[config.mk]
export PLATFORM = sky130hd
export DESIGN_NAME = seg7_scan
export DESIGN_NICKNAME = d
export VERILOG_FILES = /design/src/rtl/seg7_pkg.sv /design/src/rtl/seg7_hex_decode.sv /design/src/rtl/seg7_scan.sv
export SDC_FILE = /design/constraint.sdc
export NUM_CORES = 1
export LEC_CHECK = 0
export ABC_AREA = 1
export CORE_UTILIZATION = 43
export DETAILED_ROUTE_END_ITERATION = 8
export PLACE_DENSITY = 0.64
export SLEW_MARGIN = 0
export SYNTH_ARGS = -nofsm -noshare
export SYNTH_HDL_FRONTEND = slang
export SYNTH_HIERARCHICAL = 1
export SYNTH_SLANG_ARGS = --single-unit
[constraint.sdc]
create_clock -name clk -period 4.2 [get_ports clk]
set_input_delay 0.84 -clock clk [delete_from_list [all_inputs] [get_ports clk]]
set_output_delay 0.84 -clock clk [all_outputs]
set_load 0.1 [all_outputs]
[src/rtl/seg7_pkg.sv]
// ---------------------------------------------------------------------------
// seg7_pkg
// Shared constants and types for the multiplexed seven-segment driver:
// hex-to-segment table (active-low gfedcba), all-off patterns, digit count
// and the display payload struct latched by shadow/display registers.
// Optional blink support in seg7_scan is enabled by defining SEG7_BLINK_EN.
// ---------------------------------------------------------------------------
package seg7_pkg;

    localparam int unsigned NUM_DIGITS = 4;
    localparam int unsigned DIG_W      = 2;
    localparam int unsigned NIB_W      = 4;
    localparam int unsigned DATA_W     = NUM_DIGITS * NIB_W;
    localparam int unsigned SEG_W      = 8;

    localparam logic [SEG_W-1:0]      SEG_OFF = 8'hFF;
    localparam logic [NUM_DIGITS-1:0] AN_OFF  = 4'b1111;

    // Index 15 is listed first so HEX_SEG[n] is the pattern for nibble n.
    localparam logic [15:0][SEG_W-1:0] HEX_SEG = {
        8'h8E, 8'h86, 8'hA1, 8'hC6, 8'h83, 8'h88, 8'h90, 8'h80,
        8'hF8, 8'h82, 8'h92, 8'h99, 8'hB0, 8'hA4, 8'hF9, 8'hC0
    };

    // Everything captured by one load strobe.
    typedef struct packed {
        logic [DATA_W-1:0]     data;
        logic [NUM_DIGITS-1:0] point;
        logic [NUM_DIGITS-1:0] blank;
        logic [NUM_DIGITS-1:0] blink;
    } disp_t;

    // One-hot (active-high) select for a digit index.
    function automatic logic [NUM_DIGITS-1:0] digit_onehot(input logic [DIG_W-1:0] dig);
        return NUM_DIGITS'(1) << dig;
    endfunction

endpackage

[src/rtl/seg7_hex_decode.sv]
// ---------------------------------------------------------------------------
// seg7_hex_decode
// Purely combinational nibble to active-low segment decoder.
// Ports:
//   nibble_i  [3:0]  hex digit to show
//   dp_i             decimal point enable (1 = lit)
//   blank_i          1 = all segments off, dp included
//   seg_c_o   [7:0]  {dp, g..a}, active-low
// ---------------------------------------------------------------------------
module seg7_hex_decode
    import seg7_pkg::*;
(
    input  logic [NIB_W-1:0] nibble_i,
    input  logic             dp_i,
    input  logic             blank_i,
    output logic [SEG_W-1:0] seg_c_o
);

    logic [SEG_W-1:0] glyph_c;

    always_comb begin
        glyph_c = HEX_SEG[nibble_i];
        seg_c_o = SEG_OFF;
        if (!blank_i) begin
            seg_c_o = {~dp_i, glyph_c[6:0]};
        end
    end

endmodule

[src/rtl/seg7_scan.sv]
// ---------------------------------------------------------------------------
// seg7_scan
// Drives a 4-digit common-anode multiplexed seven-segment display. Loads are
// captured into shadow registers and only copied to the display registers at
// a frame boundary, so a frame never shows a mix of old and new values.
// Optional blink (macro SEG7_BLINK_EN): a frame counter toggles a blink phase
// every BLINK_FRAMES frames; digits with their latched blink bit set are
// blanked while the phase is 1. Without the macro blink_mask has no effect.
// Parameters:
//   SCAN_DIV      cycles each digit stays lit (>= 2)
//   BLINK_FRAMES  frames per blink half-period (>= 1)
// Ports:
//   clk, rst      clock, asynchronous active-high reset
//   data  [15:0]  hex value, digit k = data[4k+3:4k]
//   point [3:0]   per-digit decimal point enable
//   blank [3:0]   per-digit blank
//   blink_mask[3:0] per-digit blink enable
//   load          capture strobe for the four inputs above
//   an    [3:0]   digit enables, active-low (registered)
//   seg   [7:0]   segments {dp,g..a}, active-low (registered)
//   updated       one-cycle pulse when a load becomes visible (registered)
// ---------------------------------------------------------------------------
module seg7_scan
    import seg7_pkg::*;
#(
    parameter int unsigned SCAN_DIV     = 50000,
    parameter int unsigned BLINK_FRAMES = 64
) (
    input  logic                  clk,
    input  logic                  rst,
    input  logic [DATA_W-1:0]     data,
    input  logic [NUM_DIGITS-1:0] point,
    input  logic [NUM_DIGITS-1:0] blank,
    input  logic [NUM_DIGITS-1:0] blink_mask,
    input  logic                  load,
    output logic [NUM_DIGITS-1:0] an,
    output logic [SEG_W-1:0]      seg,
    output logic                  updated
);

    localparam int unsigned    CNT_W    = (SCAN_DIV > 1) ? $clog2(SCAN_DIV) : 1;
    localparam logic [CNT_W-1:0] CNT_LAST = CNT_W'(SCAN_DIV - 1);
    localparam logic [DIG_W-1:0] DIG_LAST = DIG_W'(NUM_DIGITS - 1);

    logic [CNT_W-1:0]      cnt_q,    cnt_d;
    logic [DIG_W-1:0]      dig_q,    dig_d;
    logic                  pend_q,   pend_d;
    disp_t                 shadow_q, shadow_d;
    disp_t                 disp_q,   disp_d;
    logic [NUM_DIGITS-1:0] an_q,     an_d;
    logic [SEG_W-1:0]      seg_q;
    logic                  upd_q,    upd_d;

    disp_t                 in_c;
    logic                  at_wrap_c;
    logic                  frame_end_c;
    logic                  phase_d;
    logic [NIB_W-1:0]      nib_c;
    logic                  dp_c;
    logic                  blank_c;
    logic [SEG_W-1:0]      seg_c;

    // Scan position: end of a digit slot, and end of the last digit's slot.
    assign at_wrap_c   = (cnt_q == CNT_LAST);
    assign frame_end_c = at_wrap_c && (dig_q == DIG_LAST);

    // Scan counters, shadow/pending handling and display update.
    always_comb begin
        in_c     = {data, point, blank, blink_mask};
        cnt_d    = at_wrap_c ? '0 : cnt_q + CNT_W'(1);
        dig_d    = at_wrap_c ? dig_q + DIG_W'(1) : dig_q;
        shadow_d = load ? in_c : shadow_q;
        disp_d   = disp_q;
        pend_d   = pend_q;
        upd_d    = 1'b0;

        if (frame_end_c) begin
            // A load on the boundary itself bypasses the shadow copy.
            pend_d = 1'b0;
            if (load) begin
                disp_d = in_c;
                upd_d  = 1'b1;
            end else if (pend_q) begin
                disp_d = shadow_q;
                upd_d  = 1'b1;
            end
        end else if (load) begin
            pend_d = 1'b1;
        end

        // Outputs follow next-state digit/display so an and seg move together.
        an_d    = ~digit_onehot(dig_d);
        nib_c   = NIB_W'(disp_d.data >> {dig_d, 2'b00});
        dp_c    = disp_d.point[dig_d];
        blank_c = disp_d.blank[dig_d] | (disp_d.blink[dig_d] & phase_d);
    end

`ifdef SEG7_BLINK_EN
    localparam int unsigned      FRM_W    = (BLINK_FRAMES > 1) ? $clog2(BLINK_FRAMES) : 1;
    localparam logic [FRM_W-1:0] FRM_LAST = FRM_W'(BLINK_FRAMES - 1);

    logic [FRM_W-1:0] frm_q, frm_d;
    logic             phase_q;

    // Frame counter toggles the blink phase every BLINK_FRAMES boundaries.
    always_comb begin
        frm_d   = frm_q;
        phase_d = phase_q;
        if (frame_end_c) begin
            if (frm_q == FRM_LAST) begin
                frm_d   = '0;
                phase_d = ~phase_q;
            end else begin
                frm_d = frm_q + FRM_W'(1);
            end
        end
    end

    always_ff @(posedge clk or posedge rst) begin
        if (rst) begin
            frm_q   <= '0;
            phase_q <= 1'b0;
        end else begin
            frm_q   <= frm_d;
            phase_q <= phase_d;
        end
    end
`else
    logic [31:0] unused_blink_frames;

    assign phase_d             = 1'b0;
    assign unused_blink_frames = BLINK_FRAMES;
`endif

    seg7_hex_decode u_dec (
        .nibble_i (nib_c),
        .dp_i     (dp_c),
        .blank_i  (blank_c),
        .seg_c_o  (seg_c)
    );

    // State and output registers.
    always_ff @(posedge clk or posedge rst) begin
        if (rst) begin
            cnt_q    <= '0;
            dig_q    <= '0;
            pend_q   <= 1'b0;
            shadow_q <= '0;
            disp_q   <= '0;
            an_q     <= AN_OFF;
            seg_q    <= SEG_OFF;
            upd_q    <= 1'b0;
        end else begin
            cnt_q    <= cnt_d;
            dig_q    <= dig_d;
            pend_q   <= pend_d;
            shadow_q <= shadow_d;
            disp_q   <= disp_d;
            an_q     <= an_d;
            seg_q    <= seg_c;
            upd_q    <= upd_d;
        end
    end

    assign an      = an_q;
    assign seg     = seg_q;
    assign updated = upd_q;

endmodule

==> impl_metrics.prom, run 1 <==
# TYPE chip_impl_metric gauge
chip_impl_metric{name="die_h",unit="um"} 105
chip_impl_info{name="grt-busiest-layer",value="met2"} 1
chip_impl_metric{name="delay_of_the_slowest_cell_on_the_worst_path",unit="ps"} 770
chip_impl_metric{name="post-route-util",unit=""} 0.509
chip_impl_metric{name="mean_cell_area_of_the_mapped_netlist",unit="sq um"} 7.48
chip_impl_metric{name="seq_power_share",unit=""} 0.505
chip_impl_metric{name="number_of_placed_i_o_pins",unit=""} 44
chip_impl_metric{name="hold_depth",unit=""} 2
chip_impl_metric{name="critPathArrivalTime",unit="ps"} 3610
chip_impl_metric{name="cts_sinks",unit=""} 80
chip_impl_metric{name="max_slew_margin",unit=""} 0.298
chip_impl_metric{name="timing.max_cap.violations",unit=""} 0
chip_impl_metric{name="globalRouteMet2Util",unit=""} 0.335
chip_impl_metric{name="finalSetupTns",unit="ps"} 0
chip_impl_metric{name="cts-buffers-inserted",unit=""} 9
chip_impl_metric{name="detail_route.wl_per_cell",unit="um"} 12.7
chip_impl_info{name="endpoint_kind",value="flip-flop"} 1
chip_impl_info{name="rsz0062_at_grt",value="no"} 1
chip_impl_info{name="path_cells",value="clkdlybuf4s50_1 -> inv_1 -> nand2_1 -> nand2_1 -> a21boi_1 -> nand3_1 -> nand2_1 -> nor2_1 -> nor2_1 -> nand2_1 -> inv_1 -> ha_1 -> nand2_1 -> nand3_1 -> nand3_1"} 1
chip_impl_info{name="timing.critical_path.from",value="load"} 1
chip_impl_info{name="crit_type",value="in -> reg"} 1
chip_impl_metric{name="dr_total_vias",unit=""} 3728
chip_impl_metric{name="core_region_area",unit="sq mm"} 0.0103
chip_impl_info{name="timing.hold.worst.class",value="reg -> reg"} 1
chip_impl_metric{name="cts-htree-levels",unit=""} 3
chip_impl_metric{name="max_freq",unit="MHz"} 302
chip_impl_metric{name="via_per_inst",unit=""} 4.76
chip_impl_metric{name="postRouteAntennaNets",unit=""} 0
chip_impl_info{name="critical-path-top-cell-by-count",value="sky130_fd_sc_hd__nand2_1"} 1
chip_impl_metric{name="first_pass_grt_wire_length",unit="um"} 17400
chip_impl_info{name="outcome",value="complete, no violations"} 1
chip_impl_metric{name="synth.yosys.seq_area_share",unit=""} 0.445
chip_impl_metric{name="report.final.hold_viol_count",unit=""} 0
chip_impl_metric{name="rows",unit=""} 37
chip_impl_metric{name="die_area",unit="sq mm"} 0.0110
chip_impl_metric{name="chipWidth",unit="um"} 105
chip_impl_metric{name="netlist_area",unit="sq mm"} 0.00453
chip_impl_metric{name="fin_skew",unit="ps"} 14.1
chip_impl_metric{name="antenna-diode-count",unit=""} 0
chip_impl_metric{name="worstMarginPinSlew",unit="ps"} 1050
chip_impl_metric{name="power.share.switching",unit=""} 0.218
chip_impl_metric{name="finalNetCount",unit=""} 682
chip_impl_metric{name="grt.met3_usage",unit=""} 0.0349
chip_impl_info{name="cts_tree",value="done"} 1
chip_impl_metric{name="drtPass1Iterations",unit=""} 4
chip_impl_metric{name="critPathMaxFanout",unit=""} 34
chip_impl_metric{name="cp.required",unit="ps"} 4490
chip_impl_metric{name="hold_buffers",unit=""} 0
chip_impl_info{name="crit-reg2reg-launch",value="cnt_q[0]"} 1
chip_impl_metric{name="finalWorstPathRequiredPeriod",unit="ps"} 3320
chip_impl_metric{name="synth_enable_flop_cells",unit=""} 0
chip_impl_info{name="postSynth.topFlopCell",value="sky130_fd_sc_hd__dfrtp_1"} 1
chip_impl_metric{name="yosysUniqueCellTypes",unit=""} 36
chip_impl_metric{name="grt_start_max_net_pins",unit=""} 41
chip_impl_metric{name="initial_utilization",unit=""} 0.441
chip_impl_metric{name="syn2layout_area_growth",unit="%"} 15.3
chip_impl_metric{name="setup_viol",unit=""} 0
chip_impl_metric{name="synth.ff_latch_count",unit=""} 80
chip_impl_metric{name="switching_power",unit="uW"} 346
chip_impl_info{name="worst_setup_path_start_kind",value="input port"} 1
chip_impl_metric{name="cts.clk_slew.worst_paths",unit="ps"} 80
chip_impl_metric{name="worstRegToRegCells",unit=""} 16
chip_impl_metric{name="detailedPlace.worstSlack",unit="ps"} 494
chip_impl_info{name="cell_at_the_root_of_the_clock_tree",value="sky130_fd_sc_hd__clkbuf_8"} 1
chip_impl_metric{name="clock_path_buffers",unit=""} 2
chip_impl_metric{name="cts-resized-gates",unit=""} 0
chip_impl_metric{name="drt-initial-drc-count",unit=""} 197
chip_impl_metric{name="vdd_drop_max",unit="mV"} 0.173
chip_impl_metric{name="cellLeakagePower",unit="uW"} 0.00286
chip_impl_metric{name="global_route.overflow_total",unit=""} 0
chip_impl_info{name="slowest_stage",value="sky130_fd_sc_hd__inv_1"} 1
chip_impl_metric{name="drc_errors",unit=""} 0
chip_impl_metric{name="synthesis.nets",unit=""} 646
chip_impl_metric{name="power_density",unit="mW/mm^2"} 303
chip_impl_metric{name="global_route.usage.met1",unit=""} 0.260
chip_impl_metric{name="synth-async-reset-ratio",unit=""} 1.00
chip_impl_metric{name="vias_in_the_first_global_route",unit=""} 3733
chip_impl_metric{name="antenna_found_initial",unit=""} 0
chip_impl_metric{name="grt_util_all_layers",unit=""} 0.200
chip_impl_metric{name="synthesis.instances",unit=""} 606
chip_impl_metric{name="detailed_place_hpwl",unit="um"} 6840
chip_impl_info{name="hold_start",value="shadow_q[23]"} 1
chip_impl_metric{name="fin_crit_sh",unit=""} 0.790
chip_impl_metric{name="routed_wirelength",unit="um"} 9950
chip_impl_metric{name="setup_ws",unit="ps"} 884
chip_impl_metric{name="place.port_buffers",unit=""} 39
chip_impl_metric{name="clock_power_share",unit=""} 0.429
chip_impl_metric{name="p_int",unit="uW"} 1240
chip_impl_metric{name="postCtsSetupBuffers",unit=""} 0
chip_impl_metric{name="count_of_pins_over_their_slew_limit",unit=""} 0
chip_impl_metric{name="post_route_cells_drive_above_1_share",unit=""} 0.114
chip_impl_metric{name="combPwrFrac",unit=""} 0.066
chip_impl_metric{name="clock_latency_on_the_worst_skew_pair",unit="ps"} 360
chip_impl_metric{name="routabilityCongestion",unit=""} 0.842
chip_impl_metric{name="yosysWarnings",unit=""} 6
==> critical path: cells and delay by family <==
family | cells | cell delay, ps
simple gates | 10 | 1020
buf+inv | 3 | 1340
compound gates | 1 | 60
fa+ha+maj | 1 | 330
==> layer usage <==
metal,vias to the layer above,wire [um]
met5,-,0
met4,0,133
met3,10,402
met2,67,4760
met1,1751,4650
li1,1900,-
==> area by class of cell <==
cell class,count,area [sq um]
fill,1018,5050
clock buffer,14,183
clock inverter,2,60.1
inverter,84,318
timing repair buffer,45,435
tap,136,170
multi-input combinational,422,2040
sequential,80,2020
==> cell usage in the layout (no fill, tap or decap), types with 3 or more instances in the layout <==
master / synthesis / layout
sky130_fd_sc_hd__nor2_1: 57 / 57
sky130_fd_sc_hd__xor2_1: 6 / 6
sky130_fd_sc_hd__o21ai_0: 6 / 6
sky130_fd_sc_hd__dfrtp_1: 68 / 68
sky130_fd_sc_hd__inv_1: 77 / 76
sky130_fd_sc_hd__nand3_1: 45 / 45
sky130_fd_sc_hd__clkbuf_8: 2 / 13
sky130_fd_sc_hd__nand2_2: 16 / 16
sky130_fd_sc_hd__a21boi_1: 3 / 3
sky130_fd_sc_hd__clkdlybuf4s50_1: 0 / 39
sky130_fd_sc_hd__nand2_1: 230 / 230
sky130_fd_sc_hd__nor2_4: 3 / 3
sky130_fd_sc_hd__nand2_4: 3 / 3
sky130_fd_sc_hd__ha_1: 9 / 9
sky130_fd_sc_hd__a21boi_0: 21 / 21
sky130_fd_sc_hd__buf_4: 1 / 6
sky130_fd_sc_hd__dfstp_2: 12 / 12
sky130_fd_sc_hd__inv_2: 6 / 6
sky130_fd_sc_hd__nor2_2: 5 / 5
==> power by group through the flow <==
stage | clock network (uW) | registers (uW) | logic [uW]
final | 680 | 800 | 104
after global routing | 720 | 802 | 121
after CTS | 699 | 800 | 107
after detailed placement | 0 | 815 | 107
after global placement | 0 | 814 | 104
after floorplan | 0 | 812 | 64.1
==> state kept, by name, summed over array words and instances, names as in the netlist <==
register and count:
shadow_q 24, dig_q 2, updated 1, an 4
seg 8, disp_q 24, pend_q 1, cnt_q 16
==> path summary, 6_finish.rpt <==
| kind | end | slack (ps) |
|---|---|---|
| worst max-delay path | seg[3] | 880 |
| worst min-delay path | shadow_q[23] | 470 |
| worst max register to register | seg[3] | 1490 |
| worst min register to register | shadow_q[23] | 470 |
| max in group asynchronous | an[0] | 2530 |
| min in group asynchronous | disp_q[20] | 870 |
==> Yosys cell counts, types with 2 or more instances <==
cell                       number  area share
sky130_fd_sc_hd__ha_1           9       0.025
sky130_fd_sc_hd__nor2_1        57       0.047
sky130_fd_sc_hd__clkbuf_8       2      0.0061
sky130_fd_sc_hd__nor3_1         2      0.0022
sky130_fd_sc_hd__buf_8          2      0.0066
sky130_fd_sc_hd__nand3_1       45       0.050
sky130_fd_sc_hd__nor2_2         5      0.0069
sky130_fd_sc_hd__buf_6          3      0.0075
sky130_fd_sc_hd__a21boi_1       3      0.0050
sky130_fd_sc_hd__buf_2          9      0.0099
sky130_fd_sc_hd__a31oi_1        2      0.0028
sky130_fd_sc_hd__nor2_8         2      0.0088
sky130_fd_sc_hd__a21oi_1        2      0.0022
sky130_fd_sc_hd__nand4_1        2      0.0028
sky130_fd_sc_hd__o21ai_0        6      0.0066
sky130_fd_sc_hd__nand3_4        2      0.0077
sky130_fd_sc_hd__inv_1         77       0.064
sky130_fd_sc_hd__xor2_1         6       0.012
sky130_fd_sc_hd__nor2_4         3      0.0075
sky130_fd_sc_hd__dfstp_2       12       0.070
sky130_fd_sc_hd__nand2_4        3      0.0075
sky130_fd_sc_hd__inv_2          6      0.0050
sky130_fd_sc_hd__a21boi_0      21       0.035
sky130_fd_sc_hd__nand2_1      230        0.19
sky130_fd_sc_hd__dfrtp_1       68        0.38
sky130_fd_sc_hd__buf_1          2      0.0017
sky130_fd_sc_hd__nand2_2       16       0.022
==> per-stage QoR <==
stage	hold slack (ps)	instances	total power, uW	cell area, sq um
4_1_cts	473	783	1610	5230
5_1_grt	490	783	1640	5230
2_1_floorplan	436	606	876	4530
3_5_place_dp	453	767	921	4980
3_3_place_gp	450	767	918	4980
6_report	466	783	1580	5230
==> kinds of logic after synthesis <==
logic type	after synthesis	share of synthesized area
and+or+nand+nor	369	0.357
buffers and inverters	104	0.104
AOI/OAI and AO/OA	38	0.0577
adders and majority gates	9	0.0248
xor gates and xnor gates	6	0.0116
DFF	80	0.445
No activity file was read; power rests on OpenSTA's default activity.
==> run 2, diff against run 1 <==
clock period = 3.2 ns   (was 4.2 ns; I/O delays follow)
==> run 2 against run 1 <==
  * Clock power increased by 25%
  * Die area unchanged
  * First-iteration DRC count decreased by 8.6%
  * Combinational power increased by 37%
  * Via count increased by 0.86%
  * Clock skew decreased by 4.0 ps
  * Critical endpoint unchanged
  * Largest power group unchanged
  * Highest routed layer unchanged
==> impl_metrics.prom, run 2 (same netlist as run 1, synthesis figures left out) <==
# TYPE chip_impl_metric gauge
chip_impl_info{name="outcome",value="complete, no violations"} 1
chip_impl_metric{name="postRouteAntennaNets",unit=""} 0
chip_impl_metric{name="syn2layout_area_growth",unit="%"} 15.9
chip_impl_metric{name="cts-htree-levels",unit=""} 3
chip_impl_metric{name="critPathMaxFanout",unit=""} 19
chip_impl_metric{name="critPathArrivalTime",unit="ps"} 3160
chip_impl_metric{name="clock_path_buffers",unit=""} 2
chip_impl_metric{name="routed_wirelength",unit="um"} 9970
chip_impl_info{name="endpoint_kind",value="flip-flop"} 1
chip_impl_metric{name="cts-buffers-inserted",unit=""} 9
chip_impl_metric{name="number_of_placed_i_o_pins",unit=""} 44
chip_impl_metric{name="post_route_cells_drive_above_1_share",unit=""} 0.144
chip_impl_info{name="timing.critical_path.from",value="load"} 1
chip_impl_metric{name="drtPass1Iterations",unit=""} 4
chip_impl_metric{name="finalWorstPathRequiredPeriod",unit="ps"} 2870
chip_impl_metric{name="first_pass_grt_wire_length",unit="um"} 17500
chip_impl_metric{name="dr_total_vias",unit=""} 3760
chip_impl_metric{name="power_density",unit="mW/mm^2"} 389
chip_impl_info{name="cell_at_the_root_of_the_clock_tree",value="sky130_fd_sc_hd__clkbuf_8"} 1
chip_impl_info{name="crit-reg2reg-launch",value="cnt_q[0]"} 1
chip_impl_metric{name="multi_input_area",unit="sq mm"} 0.00204
chip_impl_metric{name="finish.instance_area",unit="sq mm"} 0.00525
chip_impl_metric{name="worstMarginPinSlew",unit="ps"} 650
chip_impl_metric{name="die_area",unit="sq mm"} 0.0110
chip_impl_metric{name="vdd_drop_max",unit="mV"} 0.178
chip_impl_metric{name="initial_utilization",unit=""} 0.441
chip_impl_metric{name="fill_cell_total_of_the_finished_layout",unit=""} 1034
chip_impl_metric{name="cts_sinks",unit=""} 80
chip_impl_metric{name="report.final.hold_viol_count",unit=""} 0
chip_impl_info{name="hold_start",value="shadow_q[21]"} 1
chip_impl_metric{name="core_region_area",unit="sq mm"} 0.0103
chip_impl_metric{name="setup_viol",unit=""} 0
chip_impl_metric{name="place.port_buffers",unit=""} 39
chip_impl_metric{name="global_route.overflow_total",unit=""} 0
chip_impl_metric{name="fin_crit_sh",unit=""} 0.897
chip_impl_metric{name="grt_util_all_layers",unit=""} 0.202
chip_impl_metric{name="placed_area",unit="sq mm"} 0.00502
chip_impl_metric{name="drc_errors",unit=""} 0
chip_impl_metric{name="max_freq",unit="MHz"} 348
chip_impl_metric{name="report.power.total",unit="uW"} 2040
chip_impl_metric{name="chipWidth",unit="um"} 105
chip_impl_metric{name="rows",unit=""} 37
chip_impl_metric{name="max_slew_margin",unit=""} 0.567
chip_impl_metric{name="clock_latency_on_the_worst_skew_pair",unit="ps"} 350
chip_impl_metric{name="via_per_inst",unit=""} 4.76
chip_impl_metric{name="drt-initial-drc-count",unit=""} 180
chip_impl_metric{name="hold_buffers",unit=""} 0
chip_impl_metric{name="detail_route.wl_per_cell",unit="um"} 12.6
chip_impl_info{name="layout.cells.most_common",value="sky130_fd_sc_hd__nand2_1"} 1
chip_impl_info{name="layout.cells.most_common_list",value="sky130_fd_sc_hd__nand2_1 (230), sky130_fd_sc_hd__inv_1 (76), sky130_fd_sc_hd__dfrtp_1 (68)"} 1
chip_impl_metric{name="postCtsSetupBuffers",unit=""} 0
chip_impl_info{name="timing.hold.worst.class",value="reg -> reg"} 1
chip_impl_metric{name="cp.required",unit="ps"} 3490
chip_impl_info{name="cts_tree",value="done"} 1
chip_impl_metric{name="antenna-diode-count",unit=""} 0
chip_impl_metric{name="timing.max_cap.violations",unit=""} 0
chip_impl_metric{name="detailed_place_hpwl",unit="um"} 7060
chip_impl_metric{name="fin_skew",unit="ps"} 10.1
chip_impl_info{name="rsz0062_at_grt",value="no"} 1
chip_impl_metric{name="count_of_pins_over_their_slew_limit",unit=""} 0
chip_impl_metric{name="cts-resized-gates",unit=""} 0
chip_impl_info{name="worst_setup_path_start_kind",value="input port"} 1
chip_impl_metric{name="post-route-util",unit=""} 0.511
chip_impl_metric{name="cts.clk_slew.worst_paths",unit="ps"} 80
chip_impl_metric{name="seqCellArea",unit="sq mm"} 0.00202
chip_impl_metric{name="cellLeakagePower",unit="uW"} 0.00291
chip_impl_info{name="largestRegisters",value="disp_q: 24 flops, shadow_q: 24 flops, cnt_q: 16 flops"} 1
chip_impl_metric{name="routabilityCongestion",unit=""} 0.846
chip_impl_metric{name="finalNetCount",unit=""} 689
chip_impl_metric{name="die_h",unit="um"} 105
chip_impl_metric{name="antenna_found_initial",unit=""} 0
chip_impl_info{name="crit_type",value="in -> reg"} 1
chip_impl_metric{name="grt_start_max_net_pins",unit=""} 42
chip_impl_metric{name="vias_in_the_first_global_route",unit=""} 3728
run 2: cell count changes in the layout (fill, tap and decap cells not counted):
cell	before	now
sky130_fd_sc_hd__buf_4	6	25
sky130_fd_sc_hd__clkbuf_16	0	2
sky130_fd_sc_hd__clkinv_2	2	3
sky130_fd_sc_hd__clkinv_4	0	1
sky130_fd_sc_hd__clkdlybuf4s50_1	39	26
sky130_fd_sc_hd__clkbuf_8	13	10
sky130_fd_sc_hd__buf_12	0	1
sky130_fd_sc_hd__bufinv_16	2	1
run 2: report_power, final:
group	total (uW)	switching, uW	internal, uW
combinational	142	75.0	67.4
clock	851	374	478
sequential	1050	13.0	1040
total	2040	462	1580
run 2: final timing paths:
kind | to | slack [ps] | cells after the start
worst min-delay path | shadow_q[21] | 470 | 2
worst min register to register | shadow_q[21] | 470 | 2
worst max register to register | seg[0] | 480 | 16
min in group asynchronous | shadow_q[20] | 600 | 2
worst max-delay path | seg[3] | 330 | 13
max in group asynchronous | an[1] | 1960 | 3
run 2: area by class of cell:
| class | count | area share |
|---|---|---|
| Sequential cell | 80 | 0.384 |
| Multi-Input combinational cell | 422 | 0.389 |
| Inverter | 84 | 0.0605 |
| Clock inverter | 3 | 0.00834 |
| Tap cell | 136 | 0.0324 |
| Clock buffer | 13 | 0.0365 |
| Timing Repair Buffer | 52 | 0.0891 |
run 2: routing by layer:
| metal | track usage | vias up | wire [um] |
|---|---|---|---|
| li1 | - | 1918 | - |
| met1 | 0.275 | 1785 | 4910 |
| met2 | 0.326 | 42 | 4670 |
| met3 | 0.0306 | 15 | 245 |
| met4 | 0.0724 | 0 | 144 |
| met5 | 0 | - | 0 |
run 2: critical path, stage by stage:
cell and delay, ps:
sky130_fd_sc_hd__clkdlybuf4s50_1 450, sky130_fd_sc_hd__inv_1 500, sky130_fd_sc_hd__a21boi_0 240, sky130_fd_sc_hd__nand3_1 130, sky130_fd_sc_hd__nand2_1 80, sky130_fd_sc_hd__nor2_1 160, sky130_fd_sc_hd__nor2_1 80, sky130_fd_sc_hd__nand2_1 190
sky130_fd_sc_hd__inv_1 150, sky130_fd_sc_hd__ha_1 330, sky130_fd_sc_hd__nand2_1 60, sky130_fd_sc_hd__nand3_1 70, sky130_fd_sc_hd__nand3_1 90
run 2: metrics by stage:
stage / setup TNS (ps) / std cells / setup slack [ps] / hold WS (ps)
after floorplan: 0 / 606 / 528 / 436
after global placement: 0 / 774 / 50.3 / 448
after detailed placement: -17.3 / 774 / -17.3 / 454
after CTS: 0 / 790 / 324 / 473
after global routing: 0 / 790 / 110 / 499
final: 0 / 790 / 328 / 473
==> run 3, diff against run 2 <==
CORE_UTILIZATION = 35   (was 43)
PLACE_DENSITY = 0.54   (was 0.64)
==> run 3 against run 2 <==
  * Register-to-register slack lost 80 ps
  * Non-clock buffer count grew 1
  * Sequential power is essentially flat
  * Final cell count grew 4.7%
  * Power grew 13%
  * Clock skew is essentially flat
  * Via count grew 0.48%
  * Maximum frequency grew 2.6%
  * Final area grew 2.3%
  * Critical path depth grew 2
  * Combinational power is essentially flat
  * Global-route usage shrank 3.3 points
==> impl_metrics.prom, run 3 (same netlist as run 1, synthesis figures left out) <==
# TYPE chip_impl_metric gauge
chip_impl_metric{name="final_cell_count_no_fill",unit=""} 827
chip_impl_metric{name="switching_power",unit="uW"} 492
chip_impl_metric{name="initial_utilization",unit=""} 0.359
chip_impl_metric{name="first_pass_grt_wire_length",unit="um"} 17600
chip_impl_metric{name="via_per_inst",unit=""} 4.57
chip_impl_metric{name="delay_of_the_slowest_cell_on_the_worst_path",unit="ps"} 380
chip_impl_metric{name="cts-resized-gates",unit=""} 0
chip_impl_metric{name="core_region_area",unit="sq mm"} 0.0126
chip_impl_info{name="worst_setup_path_start_kind",value="flip-flop"} 1
chip_impl_metric{name="vias_in_the_first_global_route",unit=""} 3606
chip_impl_metric{name="fin_crit_sh",unit=""} 0.875
chip_impl_info{name="endpoint_kind",value="flip-flop"} 1
chip_impl_metric{name="max_slew_margin",unit=""} 0.456
chip_impl_metric{name="timing.max_cap.violations",unit=""} 0
chip_impl_metric{name="die_area",unit="sq mm"} 0.0134
chip_impl_metric{name="postRouteAntennaNets",unit=""} 0
chip_impl_metric{name="hold_buffers",unit=""} 0
chip_impl_metric{name="cp.required",unit="ps"} 3470
chip_impl_metric{name="combPwrFrac",unit=""} 0.061
chip_impl_info{name="largestRegisters",value="disp_q: 24 flops, shadow_q: 24 flops, cnt_q: 16 flops"} 1
chip_impl_metric{name="count_of_pins_over_their_slew_limit",unit=""} 0
chip_impl_metric{name="routed_wirelength",unit="um"} 10300
chip_impl_metric{name="cts_sinks",unit=""} 80
chip_impl_metric{name="finalSetupTns",unit="ps"} 0
chip_impl_metric{name="postCtsSetupBuffers",unit=""} 0
chip_impl_info{name="crit_type",value="reg -> reg"} 1
chip_impl_metric{name="clock_path_buffers",unit=""} 2
chip_impl_metric{name="fin_skew",unit="ps"} 9.80
chip_impl_info{name="layout.cells.most_common_list",value="sky130_fd_sc_hd__nand2_1 (230), sky130_fd_sc_hd__inv_1 (76), sky130_fd_sc_hd__dfrtp_1 (68)"} 1
chip_impl_info{name="path_cells",value="ha_1 -> nand3_4 -> clkinv_2 -> nand2_4 -> nor2_8 -> nand3_1 -> nand2_1 -> nor2_1 -> nor2_1 -> nand2_1 -> inv_1 -> ha_1 -> nand2_1 -> nand3_1 -> nand3_1"} 1
chip_impl_metric{name="power.share.switching",unit=""} 0.214
chip_impl_metric{name="grt_util_all_layers",unit=""} 0.168
chip_impl_metric{name="post_route_cells_drive_above_1_share",unit=""} 0.142
chip_impl_metric{name="antenna-diode-count",unit=""} 0
chip_impl_metric{name="critPathMaxFanout",unit=""} 27
chip_impl_metric{name="number_of_placed_i_o_pins",unit=""} 44
chip_impl_metric{name="detail_route.wl_per_cell",unit="um"} 12.5
chip_impl_metric{name="report.final.hold_viol_count",unit=""} 0
chip_impl_metric{name="drt-initial-drc-count",unit=""} 164
chip_impl_metric{name="max_freq",unit="MHz"} 357
chip_impl_metric{name="finalNetCount",unit=""} 690
chip_impl_metric{name="cts-buffers-inserted",unit=""} 9
chip_impl_metric{name="cellLeakagePower",unit="uW"} 0.00294
chip_impl_metric{name="hold_slack",unit="ps"} 464
chip_impl_info{name="outcome",value="complete, no violations"} 1
chip_impl_metric{name="die_h",unit="um"} 116
chip_impl_metric{name="vdd_drop_max",unit="mV"} 0.212
chip_impl_metric{name="place.port_buffers",unit=""} 39
chip_impl_metric{name="dr_total_vias",unit=""} 3778
chip_impl_info{name="layout.cells.most_common",value="sky130_fd_sc_hd__nand2_1"} 1
chip_impl_info{name="timing.hold.worst.class",value="reg -> reg"} 1
chip_impl_metric{name="clock_power_share",unit=""} 0.482
chip_impl_metric{name="global_route.overflow_total",unit=""} 0
chip_impl_metric{name="chipWidth",unit="um"} 116
chip_impl_metric{name="power_density",unit="mW/mm^2"} 429
chip_impl_info{name="cts_tree",value="done"} 1
chip_impl_metric{name="drc_errors",unit=""} 0
chip_impl_info{name="rsz0062_at_grt",value="no"} 1
chip_impl_metric{name="cts-htree-levels",unit=""} 3
chip_impl_metric{name="cts.clk_slew.worst_paths",unit="ps"} 60
chip_impl_metric{name="r2r_setup_slack",unit="ps"} 400
chip_impl_metric{name="drtPass1Iterations",unit=""} 7
chip_impl_metric{name="post-route-util",unit=""} 0.426
chip_impl_metric{name="antenna_found_initial",unit=""} 0
chip_impl_metric{name="grt_start_max_net_pins",unit=""} 48
chip_impl_metric{name="routabilityCongestion",unit=""} 0.848
chip_impl_info{name="slowest_stage",value="sky130_fd_sc_hd__dfrtp_1"} 1
chip_impl_info{name="cell_at_the_root_of_the_clock_tree",value="sky130_fd_sc_hd__clkbuf_16"} 1
chip_impl_metric{name="critPathArrivalTime",unit="ps"} 3070
chip_impl_metric{name="seq_power_share",unit=""} 0.457
chip_impl_metric{name="rows",unit=""} 41
chip_impl_metric{name="syn2layout_area_growth",unit="%"} 18.6
chip_impl_metric{name="detailed_place_hpwl",unit="um"} 7360
chip_impl_metric{name="clock_latency_on_the_worst_skew_pair",unit="ps"} 340
chip_impl_metric{name="setup_viol",unit=""} 0
chip_impl_metric{name="finalWorstPathRequiredPeriod",unit="ps"} 2800
chip_impl_metric{name="inst_count_dp",unit=""} 811
chip_impl_metric{name="worstMarginPinSlew",unit="ps"} 814
chip_impl_metric{name="p_int",unit="uW"} 1810
run 3: changes by cell type in the layout (fill, tap and decap cells not counted):
cell / before / now
sky130_fd_sc_hd__buf_4: 25 / 27
sky130_fd_sc_hd__bufinv_16: 1 / 2
sky130_fd_sc_hd__buf_12: 1 / 0
sky130_fd_sc_hd__clkinvlp_4: 0 / 1
sky130_fd_sc_hd__clkinv_2: 3 / 2
sky130_fd_sc_hd__clkbuf_8: 10 / 1
sky130_fd_sc_hd__clkinv_4: 1 / 0
sky130_fd_sc_hd__clkbuf_16: 2 / 9
sky130_fd_sc_hd__clkbuf_1: 1 / 3
run 3: power by group through the flow:
| stage | logic [uW] | clock network (uW) | registers (uW) |
|---|---|---|---|
| final | 141 | 1110 | 1050 |
| after global routing | 163 | 1180 | 1050 |
| after CTS | 145 | 1140 | 1050 |
| after detailed placement | 144 | 0 | 1070 |
| after global placement | 144 | 0 | 1070 |
| after floorplan | 84.2 | 0 | 1070 |
run 3: cell type report:
class | count | area [sq um]
Sequential cell | 80 | 2020
Inverter | 84 | 318
Clock inverter | 3 | 67.6
Clock buffer | 13 | 250
Fill cell | 1338 | 7250
Tap cell | 172 | 215
Multi-Input combinational cell | 422 | 2040
Timing Repair Buffer | 53 | 463
run 3: stage by stage:
stage	total power [uW]	cell area, sq um	setup WS (ps)
after floorplan	1150	4530	528
final	2300	5370	400
after CTS	2340	5370	411
after detailed placement	1210	5060	119
after global routing	2400	5370	145
after global placement	1210	5060	125
run 3: worst paths after layout:
path                        startpoint           to  cells past startpoint
setup / recovery              cnt_q[0]       seg[3]                     15
hold / removal             shadow_q[6]  shadow_q[6]                      2
setup reg to reg              cnt_q[0]       seg[3]                     15
hold reg to reg            shadow_q[6]  shadow_q[6]                      2
max in group asynchronous          rst        an[3]                      3
min in group asynchronous          rst     cnt_q[0]                      2
run 3: layer usage:
layer	up-vias	share of wire	wire, um	GRT usage
li1	1922	-	-	-
met1	1779	0.50	5180	0.232
met2	65	0.45	4610	0.264
met3	12	0.028	286	0.0209
met4	0	0.022	228	0.0769
met5	-	0	0	0
run 3: critical path, delay by kind of cell (launching register included):
kind / cells / cell delay [ps]
and+or+nand+nor: 11 / 1470
DFF: 1 / 380
adders and majority gates: 2 / 560
buffers and inverters: 2 / 290
